**src/rtl/fetch_queue.sv**
```systemverilog
// Sequential instruction fetcher feeding a circular FIFO of {pc, instruction} pairs.
// A redirect empties the FIFO and drops any fetch that is still in flight.
module fetch_queue #(
    parameter int               width    = 32,
    parameter int               size     = 8,
    parameter logic [width-1:0] reset_pc = width'(32'h0000_0060)
) (
    input  logic                 clk,
    input  logic                 rst,
    output logic                 imem_read,
    output logic [width-1:0]     imem_address,
    input  logic                 imem_resp,
    input  logic [width-1:0]     imem_rdata,
    input  logic                 flush,
    input  logic [width-1:0]     flush_pc,
    input  logic                 instr_q_dequeue,
    output logic                 instr_q_empty,
    output logic [2*width-1:0]   instr_q_data
);

    localparam int ptr_w = (size > 1) ? $clog2(size) : 1;
    localparam int cnt_w = ptr_w + 1;

    localparam logic [cnt_w-1:0] cnt_zero = {cnt_w{1'b0}};
    localparam logic [cnt_w-1:0] full_cnt = cnt_w'(size);
    localparam logic [ptr_w-1:0] ptr_zero = {ptr_w{1'b0}};
    localparam logic [ptr_w-1:0] ptr_one  = ptr_w'(1'b1);
    localparam logic [width-1:0] pc_step  = width'(3'd4);

    typedef struct packed {
        logic [width-1:0] pc;
        logic [width-1:0] instr;
    } pci_t;

    typedef enum logic [1:0] {
        IDLE  = 2'd0,
        FETCH = 2'd1,
        DROP  = 2'd2
    } state_t;

    state_t             state_q, state_d;
    logic [width-1:0]   pc_q, pc_d;
    logic [width-1:0]   drop_addr_q, drop_addr_d;
    logic [ptr_w-1:0]   front_q, front_d;
    logic [ptr_w-1:0]   rear_q, rear_d;
    logic [cnt_w-1:0]   count_q, count_d;
    pci_t               arr_q [size];
    logic               enq_s;
    logic               deq_s;

    // Next-state, pointer and fetch-PC computation; flush overrides enqueue and dequeue.
    always_comb begin
        state_d     = state_q;
        pc_d        = pc_q;
        drop_addr_d = drop_addr_q;
        front_d     = front_q;
        rear_d      = rear_q;
        count_d     = count_q;
        enq_s       = 1'b0;
        deq_s       = 1'b0;
        if (flush) begin
            front_d = ptr_zero;
            rear_d  = ptr_zero;
            count_d = cnt_zero;
            pc_d    = flush_pc;
            case (state_q)
                IDLE: begin
                    state_d = FETCH;
                end
                FETCH: begin
                    // Without a response the old request is still owed; keep presenting it.
                    if (imem_resp) begin
                        state_d = FETCH;
                    end else begin
                        state_d     = DROP;
                        drop_addr_d = pc_q;
                    end
                end
                DROP: begin
                    if (imem_resp) begin
                        state_d = FETCH;
                    end else begin
                        state_d = DROP;
                    end
                end
                default: begin
                    state_d = IDLE;
                end
            endcase
        end else begin
            enq_s   = (state_q == FETCH) && imem_resp;
            deq_s   = instr_q_dequeue && (count_q != cnt_zero);
            count_d = count_q + cnt_w'(enq_s) - cnt_w'(deq_s);
            if (enq_s) begin
                rear_d = rear_q + ptr_one;
                pc_d   = pc_q + pc_step;
            end else begin
                rear_d = rear_q;
                pc_d   = pc_q;
            end
            if (deq_s) begin
                front_d = front_q + ptr_one;
            end else begin
                front_d = front_q;
            end
            case (state_q)
                IDLE: begin
                    if (count_d < full_cnt) begin
                        state_d = FETCH;
                    end else begin
                        state_d = IDLE;
                    end
                end
                FETCH: begin
                    if (enq_s && (count_d == full_cnt)) begin
                        state_d = IDLE;
                    end else begin
                        state_d = FETCH;
                    end
                end
                DROP: begin
                    if (!imem_resp) begin
                        state_d = DROP;
                    end else if (count_d < full_cnt) begin
                        state_d = FETCH;
                    end else begin
                        state_d = IDLE;
                    end
                end
                default: begin
                    state_d = IDLE;
                end
            endcase
        end
    end

    // Control, pointer and fetch-address registers.
    always_ff @(posedge clk) begin
        if (rst) begin
            state_q     <= IDLE;
            pc_q        <= reset_pc;
            drop_addr_q <= {width{1'b0}};
            front_q     <= ptr_zero;
            rear_q      <= ptr_zero;
            count_q     <= cnt_zero;
        end else begin
            state_q     <= state_d;
            pc_q        <= pc_d;
            drop_addr_q <= drop_addr_d;
            front_q     <= front_d;
            rear_q      <= rear_d;
            count_q     <= count_d;
        end
    end

    // FIFO storage; an accepted response is written at the rear slot.
    always_ff @(posedge clk) begin
        if (rst) begin
            for (int i = 0; i < size; i++) begin
                arr_q[i] <= {(2*width){1'b0}};
            end
        end else if (enq_s) begin
            arr_q[rear_q] <= {pc_q, imem_rdata};
        end else begin
            arr_q[rear_q] <= arr_q[rear_q];
        end
    end

    // Memory request and first-word fall-through consumer outputs.
    always_comb begin
        imem_read = (state_q != IDLE);
        if (state_q == DROP) begin
            imem_address = drop_addr_q;
        end else begin
            imem_address = pc_q;
        end
        instr_q_empty = (count_q == cnt_zero);
        if (count_q == cnt_zero) begin
            instr_q_data = {(2*width){1'b0}};
        end else begin
            instr_q_data = arr_q[front_q];
        end
    end

endmodule
```
**config.mk**
```make
export PLATFORM = sky130hd
export DESIGN_NAME = fetch_queue
export DESIGN_NICKNAME = d
export VERILOG_FILES = /design/src/rtl/fetch_queue.sv
export SDC_FILE = /design/constraint.sdc
export NUM_CORES = 1
export LEC_CHECK = 0
export BUFFER_PORTS_ARGS = -buffer_cell sky130_fd_sc_hd__buf_2
export CORE_ASPECT_RATIO = 0.7
export CORE_MARGIN = 2
export CORE_UTILIZATION = 35
export DETAILED_ROUTE_END_ITERATION = 16
export PLACE_DENSITY = 0.62
export SLEW_MARGIN = 40
export SYNTH_ARGS = -nofsm -noshare
export SYNTH_HDL_FRONTEND = slang
export SYNTH_SLANG_ARGS = --single-unit
export TNS_END_PERCENT = 10
```
**constraint.sdc**
```tcl
create_clock -name clk -period 3.2 [get_ports clk]
set_input_delay 0.96 -clock clk [delete_from_list [all_inputs] [get_ports clk]]
set_output_delay 0.96 -clock clk [all_outputs]
set_load 0.02 [all_outputs]
```
==> flow_metrics.py <==
metrics = {
    "sta": {
        "relSlewSlack": 0.430,
        "setup_viol": 60,
        "setup-tns-final_ns": -5.99,
        "slew_viol_final": 0,
        "min_period_over_period": 1.06,
        "tightest_slew_ns": 0.854,
        "finalCriticalPeriod_ns": 3.40,
        "fin_ws_ns": -0.196,
        "hold_viol_final": 0,
        "skew_ns": 0.0225,
        "rsz0062_at_grt": "true",
        "timing.fmax_ghz": 0.294,
    },
    "status": {
        "status": "finished, violations left",
        "violations": "negative setup slack",
    },
    "yosys": {
        "synth_nets": 2012,
        "syn_inst": 1931,
        "synth-simple-area-share": 0.171,
        "ys_warn_count": 0,
        "synth_compound_area_frac": 0.0230,
        "netlist-cell-type-count": 64,
        "synth-xor-area-share": 0.00484,
        "synth_top_cell_by_area": "edfxtp_1",
        "synth_adder_area_share": 0.00580,
        "ys_async_sr_fraction": 0,
        "synth_top_cell_area_share": 0.566,
        "syn_avg_cell_area_um2": 14.1,
        "synth_top_family_by_area": "simple AND/OR/NAND/NOR gates",
        "synth_edf_count": 512,
        "synth_area_leaders": "edfxtp_1, and2_1, mux4_2",
        "syn-cell-area_um2": 27200,
        "ys_seq_area_frac": 0.624,
        "ys.flop_type": "edfxtp_1",
        "synth_mux_area_frac": 0.143,
        "synth-seq-cells": 591,
    },
    "pwr": {
        "internal_power_mw": 14.5,
        "pwr-share-comb": 0.183,
        "p_leak_nw": 11.7,
        "ir_drop_mv": 0.370,
        "switching_share": 0.270,
        "clkPwrFrac": 0.372,
        "p_sw_mw": 5.37,
        "p_seq_frac": 0.445,
        "power.density_nw_per_um2": 607,
    },
    "floorplanning": {
        "die_h_um": 237,
        "io-pin-count": 167,
        "die_area_um2": 79900,
        "die_w_um": 337,
        "rows": 85,
        "coreArea_um2": 76900,
        "initial_core_util": 0.353,
    },
    "layout": {
        "drive_gt1_frac": 0.280,
        "multiInputGateArea_um2": 9880,
        "area_growth_pct": 20.6,
        "fin_util": 0.426,
        "finalInstanceArea_um2": 32800,
        "layout_commonest_cell": "edfxtp_1",
        "nFillCells": 6908,
        "layout_common_cells": "edfxtp_1, and2_1, buf_2",
        "nets": 2186,
        "seq_area_um2": 17000,
        "final_cell_count_no_fill": 3199,
    },
    "global_route": {
        "grt_util_all_layers": 0.187,
        "antenna_found_initial": 3,
        "grt_pass1_vias": 17090,
        "grt_pass1_wl_mm": 111,
        "grt_max_degree": 69,
        "overflow": 0,
    },
    "clock_network": {
        "htree_levels": 2,
        "clockBufferDepth": 3,
        "cts_tree": "done",
        "clk_latency_ns": 0.62,
        "root_buffer": "clkbuf_16",
        "cts_sinks": 591,
        "cts.clk_slew.worst_paths_ns": 0.06,
        "cts_buffers": 58,
    },
    "placed_design": {
        "post-place-cells": 3066,
        "dp_hpwl_mm": 44.7,
        "dpl-instance-area_um2": 29900,
        "pre_cts_ws_ns": 0.198,
        "port_buffers": 166,
        "gp_congestion": 0.807,
    },
    "route": {
        "wl_mm": 74.4,
        "viasPerCell": 5.16,
        "avgRoutedWirePerCell_um": 23.3,
        "drc": 0,
        "first_iter_violations": 1628,
        "ant_nets": 0,
        "vias": 16510,
        "first_pass_iters": 5,
    },
    "min_path": {
        "hp-class": "register to register",
        "whs_endpoint": "drop_addr_q[31]",
        "holdPathStages": 2,
        "hp-start": "drop_addr_q[31]",
    },
    "setup_path": {
        "r2r_end": "pc_q[27]",
        "crit_arrival_ns": 2.44,
        "criticalPathCategory": "register to output pin",
        "required_ns": 2.24,
        "worstPathMaxFanout": 8,
        "r2r_start": "pc_q[15]",
        "start_kind": "register",
        "rrSetupSlack_ns": 0.50,
        "r2r_cells": 4,
        "crit_path_end_kind": "output pin",
    },
    "job": {
        "max_cap_viol_count": 0,
    },
}
## through the flow
| stage | total power, mW | hold WS [ns] |
|---|---|---|
| 6_report | 19.9 | 0.454 |
| 5_1_grt | 20.6 | 0.470 |
| 4_1_cts | 20.0 | 0.455 |
| 3_5_place_dp | 12.2 | 0.446 |
| 3_3_place_gp | 12.1 | 0.438 |
| 2_1_floorplan | 10.9 | 0.433 |
## sequential cells by signal, summed over array words and instances, names as in the netlist, named ones only
name and cells:
arr_q 512, drop_addr_q 32, pc_q 32, count_q 4, front_q 3, rear_q 3
state_q 2
## kinds of logic after synthesis
group	after synthesis
AND/OR/NAND/NOR	808
flip-flops	591
multiplexers	225
buffers and inverters	183
AO/OA/AOI/OAI	97
XOR/XNOR	15
adder cells (fa/ha/maj)	12
## how the worst max path moves through the flow
stage,from,to,slack [ns]
global route,register,instr_q_data[7],-0.27
detailed placement,imem_resp,pc_q[30],0.20
CTS,register,instr_q_data[2],-0.21
global placement,imem_resp,pc_q[27],0.27
floorplan,rst,arr_q[7][0],0.01
finish,register,instr_q_data[52],-0.20
## cell type report
type,instances,share of cell area
timing repair buffer,280,0.0763
inverter,17,0.00210
clock buffer,69,0.0475
clock inverter,40,0.0150
tap,1044,0.0399
sequential,591,0.518
multi-input combinational,1157,0.301
antenna,1,0.0000764
## Yosys cell counts (3+ instances only)
master,number
dfxtp_1,79
nor2_1,98
o211ai_1,5
mux4_2,128
and4_1,8
buf_2,20
a311oi_1,7
and2_1,505
or2_2,10
o21ai_0,10
nor3_2,4
or3_1,6
and3_1,7
nand2_1,95
mux2_2,31
nor4_1,12
inv_1,15
a21oi_1,46
edfxtp_1,512
a211oi_1,7
a2111oi_0,4
mux2i_1,66
buf_1,9
nor4b_1,3
nand2b_1,4
nand3_1,9
clkbuf_1,131
xor2_1,7
or4_1,4
xnor2_1,8
nand4_1,14
nor3_1,16
ha_1,11
## worst max-delay path: stages (launching register included)
cell and delay, ns:
dfxtp_4 0.40, buf_12 0.16, buf_16 0.15, mux4_2 0.51, mux2i_2 0.21, buf_4 0.18, nor2_1 0.04, buf_2 0.16
## power groups by stage
stage	logic, mW	registers [mW]	clock network, mW
2_1_floorplan	1.94	8.92	0
3_3_place_gp	3.14	9.00	0
3_5_place_dp	3.17	9.02	0
4_1_cts	3.62	8.85	7.51
5_1_grt	3.91	8.88	7.83
6_report	3.63	8.85	7.41
## routing by layer
layer	share of wire	global-route usage	vias up
li1	-	-	7389
met1	0.47	0.276	8520
met2	0.46	0.292	525
met3	0.061	0.0306	76
met4	0.014	0.0349	0
met5	0	0	-
## repair_timing
item                                   CTS  global route
pin swaps                                0             1
setup endpoints to repair               65            65
endpoints found under the hold margin    0             0
setup buffers                           13             1
cloned                                   6             3
resized for setup                       71            20
hold buffers                             0             0
Power figures use the tool's default switching activity.
